File: src/rtl/nes_controller_reader.sv
`timescale 1ns/1ps
`default_nettype none
// ============================================================================
// nes_controller_reader : polls one NES controller and presents its buttons.
// Optional feature macro: NES_DATA_SYNC_EN (2-flop synchronizer on nes_data).
// Revision: 1.0
// ============================================================================
module nes_controller_reader #(
  parameter int HALF_CYCLES = 300,
  parameter int POLL_CYCLES = 833334
) (
  input  logic       clk,
  input  logic       reset,
  input  logic       nes_data,
  output logic       nes_latch,
  output logic       nes_clock,
  output logic [7:0] buttons,
  output logic       buttons_valid,
  output logic       buttons_changed,
  output logic       busy
);

  localparam int PW = (POLL_CYCLES > 1) ? $clog2(POLL_CYCLES) : 1;
  localparam int HW = (HALF_CYCLES > 1) ? $clog2(HALF_CYCLES) : 1;
  localparam logic [PW-1:0] POLL_LAST  = PW'(POLL_CYCLES - 1);
  localparam logic [HW-1:0] PHASE_LAST = HW'(HALF_CYCLES - 1);

  typedef enum logic [2:0] {
    S_IDLE  = 3'd0,
    S_LATCH = 3'd1,
    S_READ  = 3'd2,
    S_PULSE = 3'd3,
    S_DONE  = 3'd4
  } state_t;

  state_t        state;
  logic [PW-1:0] poll_cnt;
  logic [HW-1:0] phase_cnt;
  logic [2:0]    idx;
  logic [7:0]    shift;
  logic          poll_req;
  logic          phase_end;
  logic          data_s;

`ifdef NES_DATA_SYNC_EN
  // Resets to 1 so an idle (pulled-up) line never reads as pressed.
  logic [1:0] sync;
  always_ff @(posedge clk or posedge reset) begin
    if (reset) sync <= 2'b11;
    else       sync <= {sync[0], nes_data};
  end
  assign data_s = sync[1];
`else
  assign data_s = nes_data;
`endif

  assign poll_req  = (poll_cnt == POLL_LAST);
  assign phase_end = (phase_cnt == PHASE_LAST);

  always_ff @(posedge clk or posedge reset) begin
    if (reset)         poll_cnt <= '0;
    else if (poll_req) poll_cnt <= '0;
    else               poll_cnt <= poll_cnt + 1'b1;
  end

  // idx doubles as the half counter while in LATCH (two phases).
  always_ff @(posedge clk or posedge reset) begin
    if (reset) begin
      state           <= S_IDLE;
      phase_cnt       <= '0;
      idx             <= '0;
      shift           <= '0;
      nes_latch       <= 1'b0;
      nes_clock       <= 1'b1;
      buttons         <= 8'h00;
      buttons_valid   <= 1'b0;
      buttons_changed <= 1'b0;
      busy            <= 1'b0;
    end else begin
      buttons_valid   <= 1'b0;
      buttons_changed <= 1'b0;
      case (state)
        S_IDLE: begin
          phase_cnt <= '0;
          if (poll_req) begin
            state     <= S_LATCH;
            idx       <= 3'd0;
            nes_latch <= 1'b1;
            busy      <= 1'b1;
          end
        end
        S_LATCH: begin
          if (phase_end) begin
            phase_cnt <= '0;
            if (idx == 3'd1) begin
              state     <= S_READ;
              idx       <= 3'd0;
              nes_latch <= 1'b0;
            end else begin
              idx <= 3'd1;
            end
          end else begin
            phase_cnt <= phase_cnt + 1'b1;
          end
        end
        S_READ: begin
          if (phase_end) begin
            phase_cnt  <= '0;
            shift[idx] <= data_s;
            if (idx == 3'd7) begin
              state <= S_DONE;
            end else begin
              state     <= S_PULSE;
              nes_clock <= 1'b0;
            end
          end else begin
            phase_cnt <= phase_cnt + 1'b1;
          end
        end
        S_PULSE: begin
          if (phase_end) begin
            phase_cnt <= '0;
            idx       <= idx + 3'd1;
            state     <= S_READ;
            nes_clock <= 1'b1;
          end else begin
            phase_cnt <= phase_cnt + 1'b1;
          end
        end
        S_DONE: begin
          buttons         <= ~shift;
          buttons_valid   <= 1'b1;
          buttons_changed <= (~shift != buttons);
          state           <= S_IDLE;
          busy            <= 1'b0;
        end
        default: begin
          state     <= S_IDLE;
          phase_cnt <= '0;
          nes_latch <= 1'b0;
          nes_clock <= 1'b1;
          busy      <= 1'b0;
        end
      endcase
    end
  end

endmodule
`default_nettype wire
File: config.mk
export PLATFORM = sky130hd
export DESIGN_NAME = nes_controller_reader
export DESIGN_NICKNAME = d
export VERILOG_FILES = /design/src/rtl/nes_controller_reader.sv
export SDC_FILE = /design/constraint.sdc
export NUM_CORES = 1
export LEC_CHECK = 0
export CELL_PAD_IN_SITES_DETAIL_PLACEMENT = 2
export CELL_PAD_IN_SITES_GLOBAL_PLACEMENT = 2
export CORE_ASPECT_RATIO = 1.4
export CORE_MARGIN = 2
export CORE_UTILIZATION = 42
export DETAILED_ROUTE_END_ITERATION = 6
export HOLD_SLACK_MARGIN = 0.1
export PLACE_DENSITY_LB_ADDON = 0.15
export SLEW_MARGIN = 20
export SYNTH_ARGS = -nofsm -noshare
export SYNTH_HDL_FRONTEND = slang
export SYNTH_SLANG_ARGS = --single-unit
File: constraint.sdc
create_clock -name clk -period 3.58 [get_ports clk]
set_input_delay 0.895 -clock clk [delete_from_list [all_inputs] [get_ports clk]]
set_output_delay 0.895 -clock clk [all_outputs]
set_load 0.01 [all_outputs]
==> results.json <==
{
  "cp_slowest_cell": "dfstp_2",
  "grt_setup_unrepaired": "no",
  "path_buf_inv": 1,
  "hp-class": "flip-flop to flip-flop",
  "ir_drop_v": 0.0001950,
  "cts_tree": "built",
  "grt_pass1_vias": 2333,
  "viasPerCell": 5.426,
  "cp_top_family": "flip-flops",
  "hold_ws_ps": 499.1,
  "worst_slew_pin_slew_ps": 1006,
  "fin_nets": 308,
  "synth_nets": 292,
  "insertion_delay_ps": 310,
  "final_hold_viol_count": 0,
  "route.met2.wl_um": 3967,
  "worstPathRequired_ps": 2680,
  "dr.first_iter.drc_count": 99,
  "async_reset_ff_frac": 1.000,
  "io_pins": 16,
  "n_fill_cell": 714,
  "final_cell_area_um2": 3212,
  "critical_path_class": "flip-flop to output port",
  "seq_power_share": 0.626,
  "drive_gt1_frac": 0.1267,
  "grt_use_total": 0.2020,
  "worst_slack_ps": 1315,
  "slew_headroom": 0.3279,
  "synth-edff-count": 0,
  "n_antenna_cell": 0,
  "avgRoutedWirePerCell_um": 17.71,
  "placement.cell_area_um2": 3119,
  "die_h_um": 102.1,
  "dieWidth_um": 74.04,
  "netlist-cell-type-count": 47,
  "cts.htree.levels": 2,
  "max-cap-violations": 0,
  "gp_congestion": 0.7595,
  "numPortBuffers": 15,
  "min_period_over_period": 0.6328,
  "period_needed_ps": 2265,
  "cp_max_fo": 2,
  "start_kind": "flip-flop",
  "maxSlewViolCount": 0,
  "status": "completed",
  "p_int_uw": 790.7,
  "combPwrFrac": 0.018,
  "cts.repair.resized": 0,
  "p_sw_uw": 218.6,
  "grt_pass1_wl_um": 11610,
  "pre_cts_ws_ps": 1361,
  "clockBufferDepth": 2,
  "hpwl_um": 5163,
  "avgSynthCellArea_um2": 10.19,
  "die_area_um2": 7555,
  "postRouteAntennaNets": 0,
  "wl_met3_um": 73,
  "drc": 0,
  "crit_chain": "clkdlybuf4s50_1",
  "initial_core_util": 0.4361,
  "wl_met1_um": 2848,
  "fmax_mhz": 441.4,
  "grt_max_degree": 23,
  "numCtsBuffers": 5,
  "yosys_warnings": 0,
  "swShare": 0.2166,
  "worst_clock_skew_ps": 2.887,
  "root_buffer": "clkbuf_8",
  "top_layer": "met4",
  "cts.sinks": 56,
  "finalSetupViolations": 0,
  "synthCells": 283,
  "powerDensity_nw_per_um2": 314.2,
  "seq_area_frac_synth": 0.4863,
  "post-cts-setup-buffer-count": 0,
  "rrSetupSlack_ps": 1370,
  "p_clk_frac": 0.356,
  "antenna_found_initial": 0,
  "clk_transition_reported_paths_ps": 100,
  "cts_hold_buffers": 0,
  "ys_seq_elements": 56,
  "vias": 2127,
  "core.rowCount": 35,
  "area_growth_pct": 11.37,
  "routed_wl_um": 6944,
  "leakagePower_uw": 0.001348,
  "grt_remaining_overflow": 0,
  "ys.flop_type": "dfrtp_1",
  "worstPathArrival_ps": 1370,
  "max_stage_delay_ps": 540,
  "finalSetupTns_ps": 0,
  "coreArea_um2": 6613,
  "firstDrtPassIters": 3,
  "end_kind": "output port",
  "synthesis.area_um2": 2884
}
## metal layers
metal | GRT usage | vias to the layer above
met5 | 0 | -
met4 | 0.05035 | 0
met3 | 0.02959 | 4
met2 | 0.3805 | 10
met1 | 0.2351 | 1089
li1 | - | 1024
## Yosys cell counts, types with 2 or more instances
| master | number | area [um2] |
|---|---|---|
| mux2i_1 | 6 | 60.06 |
| nand3_1 | 15 | 75.07 |
| o21ai_0 | 14 | 70.07 |
| nand4_1 | 11 | 68.82 |
| nand2_1 | 29 | 108.9 |
| inv_1 | 10 | 37.54 |
| nor4_1 | 8 | 50.05 |
| and3_1 | 7 | 43.79 |
| nand2b_1 | 2 | 12.51 |
| ha_1 | 6 | 75.07 |
| nor3b_1 | 2 | 15.01 |
| mux2_2 | 9 | 101.4 |
| and2_1 | 2 | 12.51 |
| and4bb_2 | 5 | 62.56 |
| nor2_1 | 24 | 90.09 |
| mux2_4 | 2 | 30.03 |
| nor3_1 | 3 | 15.01 |
| clkbuf_1 | 3 | 11.26 |
| nor2b_1 | 2 | 12.51 |
| xor2_1 | 7 | 61.31 |
| xnor2_1 | 17 | 148.9 |
| a22o_1 | 3 | 26.28 |
| buf_2 | 4 | 20.02 |
| a21oi_1 | 11 | 55.05 |
| dfrtp_1 | 55 | 1376 |
| or2_2 | 2 | 12.51 |
| o21ba_2 | 2 | 20.02 |
| or3_1 | 3 | 18.77 |
## power groups by stage
stage / combinational [uW] / sequential (uW) / clock (uW)
after floorplan: 9.31 / 645 / 0
after CTS: 19.0 / 632 / 376
after detailed placement: 19.0 / 645 / 0
final: 17.8 / 632 / 359
after global placement: 18.5 / 645 / 0
after global routing: 20.4 / 632 / 394
## final timing paths
path	cells past startpoint	startpoint	endpoint
worst max-delay path	1	nes_clock	nes_clock
worst min-delay path	1	busy	busy
worst max register to register	5	phase_cnt[0]	phase_cnt[6]
worst min register to register	1	busy	busy
max in group asynchronous	3	reset	nes_clock
min in group asynchronous	2	reset	poll_cnt[6]
## final cells by class
class	count	area, um2	share of cell area
Clock buffer	6	82.58	0.02571
Clock inverter	2	10.01	0.003116
Inverter	11	41.29	0.01286
Multi-Input combinational cell	207	1388	0.4320
Sequential cell	56	1403	0.4367
Tap cell	92	115.1	0.03584
Timing Repair Buffer	18	172.7	0.05376
## metrics by stage
stage / power, uW / util / instances
2_1_floorplan: 653.9 / - / 283
3_3_place_gp: 663.0 / 0.4717 / 384
3_5_place_dp: 663.5 / 0.4717 / 384
4_1_cts: 1027 / 0.4857 / 392
5_1_grt: 1046 / 0.4857 / 392
6_report: 1009 / 0.4857 / 392
## flip-flops by register name (all words and copies together), names as in the netlist
name and count:
buttons_valid 1, busy 1, shift 8, nes_latch 1
poll_cnt 20, buttons_changed 1, idx 3, state 3
phase_cnt 9, buttons 8, nes_clock 1
## logic make-up (layout without fill, tap and decap cells)
kind of cell               after synthesis  in the layout  synth area share
and+or+nand+nor                        122            122            0.2282
xor gates and xnor gates                24             24           0.07288
AOI/OAI and AO/OA                       38             38           0.08765
buffers and inverters                   20             37           0.03254
adders and majority gates                6              6           0.02603
muxes                                   17             17           0.06638
DFF                                     56             56            0.4863
## cells in the final DEF (no fill, tap or decap), types with 8 or more instances in the layout
cell type	n
dfrtp_1	55
nand2_1	29
nor2_1	24
xnor2_1	17
nand3_1	15
clkdlybuf4s50_1	15
o21ai_0	14
nand4_1	11
a21oi_1	11
mux2_2	9
inv_1	9
nor4_1	8
Note: power is estimated with default switching activity, not from simulation.
